==> src/rtl/accum_thread.sv <==
// rtl/accum_thread.sv - multi-lane multiply-accumulate dot-product engine.
// Consumes ceil(k_len/ADDER_WIDTH) a/b beats and presents one result with a valid/ready handshake.
module accum_thread #(
  parameter int DATA_WIDTH        = 8,
  parameter int ADDER_WIDTH       = 4,
  parameter int K_MAX             = 16,
  parameter bit SIGNED            = 1'b0,
  parameter int OUTPUT_DATA_WIDTH = 2*DATA_WIDTH + $clog2(K_MAX)
) (
  input  logic                              clk,
  input  logic                              rst,
  input  logic                              start,
  input  logic [$clog2(K_MAX+1)-1:0]        k_len,
  input  logic                              in_valid,
  output logic                              in_ready,
  input  logic [ADDER_WIDTH*DATA_WIDTH-1:0] a,
  input  logic [ADDER_WIDTH*DATA_WIDTH-1:0] b,
  output logic [OUTPUT_DATA_WIDTH-1:0]      res,
  output logic                              res_valid,
  input  logic                              res_ready,
  output logic                              busy
);

  localparam int KW = $clog2(K_MAX+1);
  localparam int PW = 2*DATA_WIDTH;
  localparam int OW = OUTPUT_DATA_WIDTH;

  typedef enum logic [1:0] {IDLE, ACCUM, DONE} state_t;

  state_t        state_q, state_d;
  logic [KW-1:0] rem_q, rem_d;
  logic [OW-1:0] acc_q, acc_d;
  logic [OW-1:0] res_q, res_d;
  logic [OW-1:0] beat_sum;
  logic          final_beat;

  // rem_q is the number of elements still owed; lanes at or beyond it are masked off
  always_comb begin : lane_sum
    logic [DATA_WIDTH-1:0] a_lane;
    logic [DATA_WIDTH-1:0] b_lane;
    logic [PW-1:0]         prod;
    beat_sum = '0;
    a_lane   = '0;
    b_lane   = '0;
    prod     = '0;
    for (int i = 0; i < ADDER_WIDTH; i++) begin
      a_lane = a[i*DATA_WIDTH +: DATA_WIDTH];
      b_lane = b[i*DATA_WIDTH +: DATA_WIDTH];
      if (SIGNED) begin
        prod = PW'($signed(a_lane)) * PW'($signed(b_lane));
      end else begin
        prod = PW'(a_lane) * PW'(b_lane);
      end
      if (i < int'(rem_q)) begin
        if (SIGNED) begin
          beat_sum = beat_sum + OW'($signed(prod));
        end else begin
          beat_sum = beat_sum + OW'(prod);
        end
      end
    end
  end

  assign final_beat = (int'(rem_q) <= ADDER_WIDTH);

  always_comb begin
    state_d = state_q;
    rem_d   = rem_q;
    acc_d   = acc_q;
    res_d   = res_q;
    case (state_q)
      IDLE: begin
        if (start) begin
          acc_d = '0;
          if (k_len == '0) begin
            rem_d   = '0;
            res_d   = '0;
            state_d = DONE;
          end else begin
            rem_d   = (int'(k_len) > K_MAX) ? KW'(K_MAX) : k_len;
            state_d = ACCUM;
          end
        end
      end
      ACCUM: begin
        if (in_valid) begin
          acc_d = acc_q + beat_sum;
          if (final_beat) begin
            rem_d   = '0;
            res_d   = acc_q + beat_sum;
            state_d = DONE;
          end else begin
            rem_d = rem_q - KW'(ADDER_WIDTH);
          end
        end
      end
      DONE: begin
        if (res_ready) begin
          state_d = IDLE;
        end
      end
      default: state_d = IDLE;
    endcase
  end

  always_ff @(posedge clk or negedge rst) begin
    if (!rst) begin
      state_q <= IDLE;
      rem_q   <= '0;
      acc_q   <= '0;
      res_q   <= '0;
    end else begin
      state_q <= state_d;
      rem_q   <= rem_d;
      acc_q   <= acc_d;
      res_q   <= res_d;
    end
  end

  assign in_ready  = (state_q == ACCUM);
  assign res_valid = (state_q == DONE);
  assign busy      = (state_q != IDLE);
  assign res       = res_q;

endmodule

==> config.mk <==
export PLATFORM = sky130hd
export DESIGN_NAME = accum_thread
export DESIGN_NICKNAME = d
export VERILOG_FILES = /design/src/rtl/accum_thread.sv
export SDC_FILE = /design/constraint.sdc
export NUM_CORES = 1
export LEC_CHECK = 0
export CORE_UTILIZATION = 60
export CTS_BUF_LIST = sky130_fd_sc_hd__clkbuf_8
export CTS_CLUSTER_SIZE = 25
export DETAILED_ROUTE_END_ITERATION = 16
export GPL_TIMING_DRIVEN = 0
export PLACE_DENSITY_LB_ADDON = 0.15
export SYNTH_ARGS = -nofsm -noshare
export SYNTH_HDL_FRONTEND = slang
export SYNTH_SLANG_ARGS = --single-unit
==> constraint.sdc <==
create_clock -name clk -period 14.2 [get_ports clk]
set_input_delay 2.84 -clock clk [delete_from_list [all_inputs] [get_ports clk]]
set_output_delay 2.84 -clock clk [all_outputs]
set_load 0.02 [all_outputs]
==> impl_metrics.ini, run 1 <==
[status]
outcome = finished, violations left
violations = setup timing

[hold_path]
hold_class = flip-flop to flip-flop

[global_route]
grt_usage_pct = 31.14
grt_max_degree = 41
antenna_found_initial = 0
overflow = 0
grt_pass1_vias = 11720
grt_pass1_wl_um = 55230

[sta]
finalCritPeriodShare_pct = 117.3
fin_crit_ns = 16.66
fin_ws_ns = -2.456
slew_headroom_pct = 42.48
hold_ws_ns = 0.4939
setup_violations = 28
tightest_slew_ns = 0.8549
hold_violations = 0
grt_setup_unrepaired = true
slew_violations = 0
max_freq_ghz = 0.06004
fin_skew_ns = 0.006600

[clock_network]
cts_buffers = 5
clock-sinks = 47
clk_pin_slew_worst_paths_ns = 0.09
cts_tree = yes
root_buffer = clkbuf_8
clockBufferDepth = 2
cts_max_level = 2
clk_latency_ns = 0.31

[setup_path]
worstSetupStartpointType = primary input
crit_path_top_delay_cell = fa_1
crit_required_ns = 14.42
rrSetupSlack_ns = 0.86
cp.arrival_ns = 16.88
crit_path_frequent_cell = fa_1
path_max_fanout = 8
crit_buf_inv = 14
cp_top_family = adder cells
critPathKind = primary input to flip-flop
end_kind = flip-flop
worst_path_largest_cell_delay_ns = 0.55

[logic_synthesis]
netlist.area_leader.share_pct = 28.59
synth_nets = 2013
synth_area_leader_cell = fa_1
synth_edf_count = 0
ys_seq_area_share_pct = 8.935
synthTopCellsByCount = inv_1 (293), nand2_1 (232), fa_1 (188)
syn_area_per_cell_um2 = 8.368
synth_area_um2 = 13160
synth.distinct_cells = 63
synth_top_flop_cell = dfrtp_1
yosys_warnings = 0
synth-seq-cells = 47
async_flop_share_pct = 100.0
synth_area_leaders = fa_1 (29%), ha_1 (17%), dfrtp_1 (8.9%), inv_1 (8.4%), and2_1 (7.1%)
syn_inst = 1573
yosysMostFrequentCell = inv_1

[floorplan]
initial_utilization_pct = 61.84
dieArea_um2 = 22530
rows = 53
die_y_um = 150.1
io_pins = 97
fp.dieW_um = 150.1
coreArea_um2 = 21290

[routing]
drtAntennaViolNets = 0
first_pass_iters = 5
vias_per_cell = 5.817
post-route-drc-count = 0
drtIter0Drc = 686
wl_um = 35450
post_drt_wl_per_cell_um = 17.70
vias = 11650

[final_layout]
syn2layout_area_growth_pct = 22.40
layout-drive-gt1-share_pct = 15.45
diodes = 0
num-nets-final = 2167

[run]
cap_violations = 0

[placement]
numPortBuffers = 94
finalWeightedCongestion = 0.9164
post-dp-hpwl_um = 27340
-- final cells by class --
class / instances / area (um2)
multi-input combinational: 1205 / 11850
fill: 1483 / 5176
timing repair buffer: 148 / 1418
sequential: 47 / 1176
inverter: 293 / 1100
tap: 275 / 344.1
buffer: 27 / 106.4
clock buffer: 5 / 68.82
clock inverter: 3 / 43.79
-- per-stage QoR --
| stage | setup slack, ns | setup TNS, ns | util [%] | instances | area, um2 |
|---|---|---|---|---|---|
| final | -2.456 | -48.88 | 75.68 | 2003 | 16110 |
| after global routing | -2.889 | -60.92 | 75.68 | 2003 | 16110 |
| after CTS | -2.244 | -42.30 | 72.78 | 1976 | 15490 |
| after detailed placement | -4.126 | -94.83 | 69.27 | 1943 | 14750 |
| after global placement | -3.905 | -89.45 | 69.20 | 1942 | 14730 |
| after floorplan | -1.688 | -26.55 | - | 1573 | 13450 |
-- path summary, 6_finish.rpt --
check	endpoint	depth (start not counted)	from
max reg2reg	res[18]	53	rem_q[1]
max	res[18]	61	a[0]
min	res[17]	2	res[17]
min in group asynchronous	acc_q[14]	1	rst
min reg2reg	res[17]	2	res[17]
max in group asynchronous	acc_q[19]	2	rst
-- cell usage in the layout (no fill, tap or decap), types with 21 or more instances in the layout --
master / n
inv_1: 277
nand2_1: 221
fa_1: 182
ha_1: 147
and2_1: 146
clkdlybuf4s50_1: 77
nor2_1: 50
dfrtp_1: 47
buf_4: 42
a21oi_1: 34
o21ai_0: 32
xnor2_1: 26
clkbuf_1: 24
ha_4: 24
o31ai_1: 22
buf_6: 21
-- cells by family (layout without fill, tap and decap cells) --
| family | after synthesis | after routing | synth area share [%] |
|---|---|---|---|
| simple gates | 513 | 513 | 18.63 |
| fa+ha+maj | 366 | 366 | 45.51 |
| buf+inv | 321 | 476 | 9.192 |
| compound gates | 257 | 257 | 12.95 |
| xor+xnor | 58 | 58 | 3.859 |
| flops | 47 | 47 | 8.935 |
| mux | 11 | 11 | 0.9221 |
-- registers in the layout, summed over array words and instances, names as in the netlist --
register,flops
acc_q,20
res,20
rem_q,5
state_q,2
-- worst register-to-register path: cells and delay by family, from the launching register on --
family,cells,cell delay (ns)
adder cells (fa/ha/maj),17,6.41
AO/OA/AOI/OAI,14,2.76
AND/OR/NAND/NOR,8,1.94
XOR/XNOR,3,0.41
multiplexers,1,0.31
flip-flops,1,0.50
buffers and inverters,10,0.90
-- layer usage --
layer | global-route usage (%) | up-vias | routed length [um]
met2 | 54.86 | 409 | 17820
met4 | 8.384 | 0 | 1013
met3 | 3.364 | 98 | 2095
met5 | 0 | - | 0
met1 | 40.63 | 5778 | 14530
li1 | - | 5367 | -
-- what timing repair did --
item,in CTS,in global routing
resized for setup,178,98
pin swaps,71,66
setup endpoints to repair,32,32
cloned,0,0
buffers inserted,29,27
hold buffers,0,0
endpoints found under the hold margin,0,0
Power of run 1 is left out: the tool's default activity adds up to more than one toggle a clock period on the data nets, which glitch-free logic cannot reach.
==> run 2, diff against run 1 <==
--- a/config.mk
+++ b/config.mk
@@ -5,6 +5,7 @@
 export SDC_FILE = /design/constraint.sdc
 export NUM_CORES = 1
 export LEC_CHECK = 0
+export CORE_ASPECT_RATIO = 0.6
 export CORE_UTILIZATION = 60
 export CTS_BUF_LIST = sky130_fd_sc_hd__clkbuf_8
 export CTS_CLUSTER_SIZE = 25
==> impl_metrics.ini, run 2 (synthesized netlist as in run 1, its figures left out) <==
[status]
outcome = finished, violations left
violations = setup timing

[floorplan]
coreArea_um2 = 21240
dieArea_um2 = 22550
initial_utilization_pct = 61.98
rows = 41
die_y_um = 116.7
io_pins = 97
fp.dieW_um = 193.2

[hold_path]
hold_class = flip-flop to flip-flop

[final_layout]
layout-drive-gt1-share_pct = 18.29
layout_commonest_cell = inv_1
mostFrequentLayoutCells = inv_1 (267), nand2_1 (219), fa_1 (179)
instances_no_fill = 2018
diodes = 0
num-nets-final = 2179
syn2layout_area_growth_pct = 25.29

[sta]
grt_setup_unrepaired = true
fin_ws_ns = -2.473
slew_violations = 0
fin_crit_ns = 16.67
max_freq_ghz = 0.05998
slew_headroom_pct = 40.28
finalCritPeriodShare_pct = 117.4
fin_skew_ns = 0.005530
setup_violations = 29
tightest_slew_ns = 0.8865
hold_violations = 0
hold_ws_ns = 0.4979

[setup_path]
path_max_fanout = 5
crit_path_top_delay_cell = fa_1
crit_required_ns = 14.38
end_kind = flip-flop
worstSetupStartpointType = primary input
crit_path_frequent_cell = fa_1
worst_path_largest_cell_delay_ns = 0.57
cp.arrival_ns = 16.85
critPathKind = primary input to flip-flop

[global_route]
grt_max_degree = 30
grt_pass1_wl_um = 58710
grt_pass1_vias = 11520
grt_usage_pct = 33.07
overflow = 0
antenna_found_initial = 0

[clock_network]
cts_max_level = 2
root_buffer = clkbuf_8
clockBufferDepth = 2
cts_tree = yes
clk_latency_ns = 0.31
hold_buffers = 0
cts_buffers = 5
clock-sinks = 47
clk_pin_slew_worst_paths_ns = 0.09

[routing]
wl_um = 39130
post-route-drc-count = 0
post_drt_wl_per_cell_um = 19.39
drtAntennaViolNets = 0
drtIter0Drc = 1224
vias_per_cell = 5.979
first_pass_iters = 9
vias = 12070

[placement]
finalWeightedCongestion = 0.9699
pre_cts_ws_ns = -4.114
post-dp-hpwl_um = 29160
numPortBuffers = 94
dp.cells = 1947

[run]
cap_violations = 0
-- run 2: cell types whose count changed in the layout (fill, tap and decap cells not counted), moves of 5 or more --
cell     change
a21oi_4      +5
buf_4       +10
inv_1       -10
inv_2        +9
o21ai_0      -6
xnor2_1      -5
-- run 2: final cells by class --
class	count	area, um2
plain buffers	27	106.4
clock buffers	6	82.58
clock inverters	1	5.005
fillers	1474	4747
inverters	293	1105
multi-input cells	1205	12150
flip-flops and latches	47	1176
well taps	279	349.1
repair buffers	160	1516
-- run 2: final timing paths --
| kind | slack, ns | depth (start not counted) | endpoint | from |
|---|---|---|---|---|
| setup / recovery | -2.47 | 57 | res[18] | b[4] |
| hold / removal | 0.50 | 2 | res[3] | res[3] |
| setup reg to reg | 0.79 | 50 | res[18] | rem_q[1] |
| hold reg to reg | 0.50 | 2 | res[3] | res[3] |
| max in group asynchronous | 11.22 | 2 | acc_q[1] | rst |
| min in group asynchronous | 2.47 | 1 | res[2] | rst |
-- run 2: per-layer routing --
metal | share of wire, % | vias to the layer above | routed length, um | GRT usage, %
met3 | 11 | 114 | 4272 | 6.699
met1 | 44 | 5834 | 17290 | 50.02
met5 | 0 | - | 0 | 0
li1 | - | 5409 | - | -
met2 | 43 | 708 | 16630 | 49.90
met4 | 2.4 | 0 | 928 | 4.800
-- run 2: worst max-delay path, delay by kind of cell --
family / cells / cell delay [ns]
xor gates and xnor gates: 3 / 0.64
AOI/OAI and AO/OA: 16 / 2.55
buffers and inverters: 12 / 0.82
adders and majority gates: 21 / 9.13
and+or+nand+nor: 5 / 0.84
-- run 2: timing repair --
action | in CTS | in global routing
resized for setup | 224 | 132
pin swaps | 94 | 80
buffers inserted | 34 | 33
endpoints found under the setup margin | 32 | 32
-- run 2: through the flow --
step,TNS (ns),area (um2),utilization [%]
after floorplan,-26.55,13450,-
after global placement,-93.20,14740,69.38
after detailed placement,-98.09,14750,69.45
after CTS,-41.34,15710,73.98
after global routing,-58.35,16490,77.65
final,-49.14,16490,77.65
Power of run 2 is left out for the same reason.
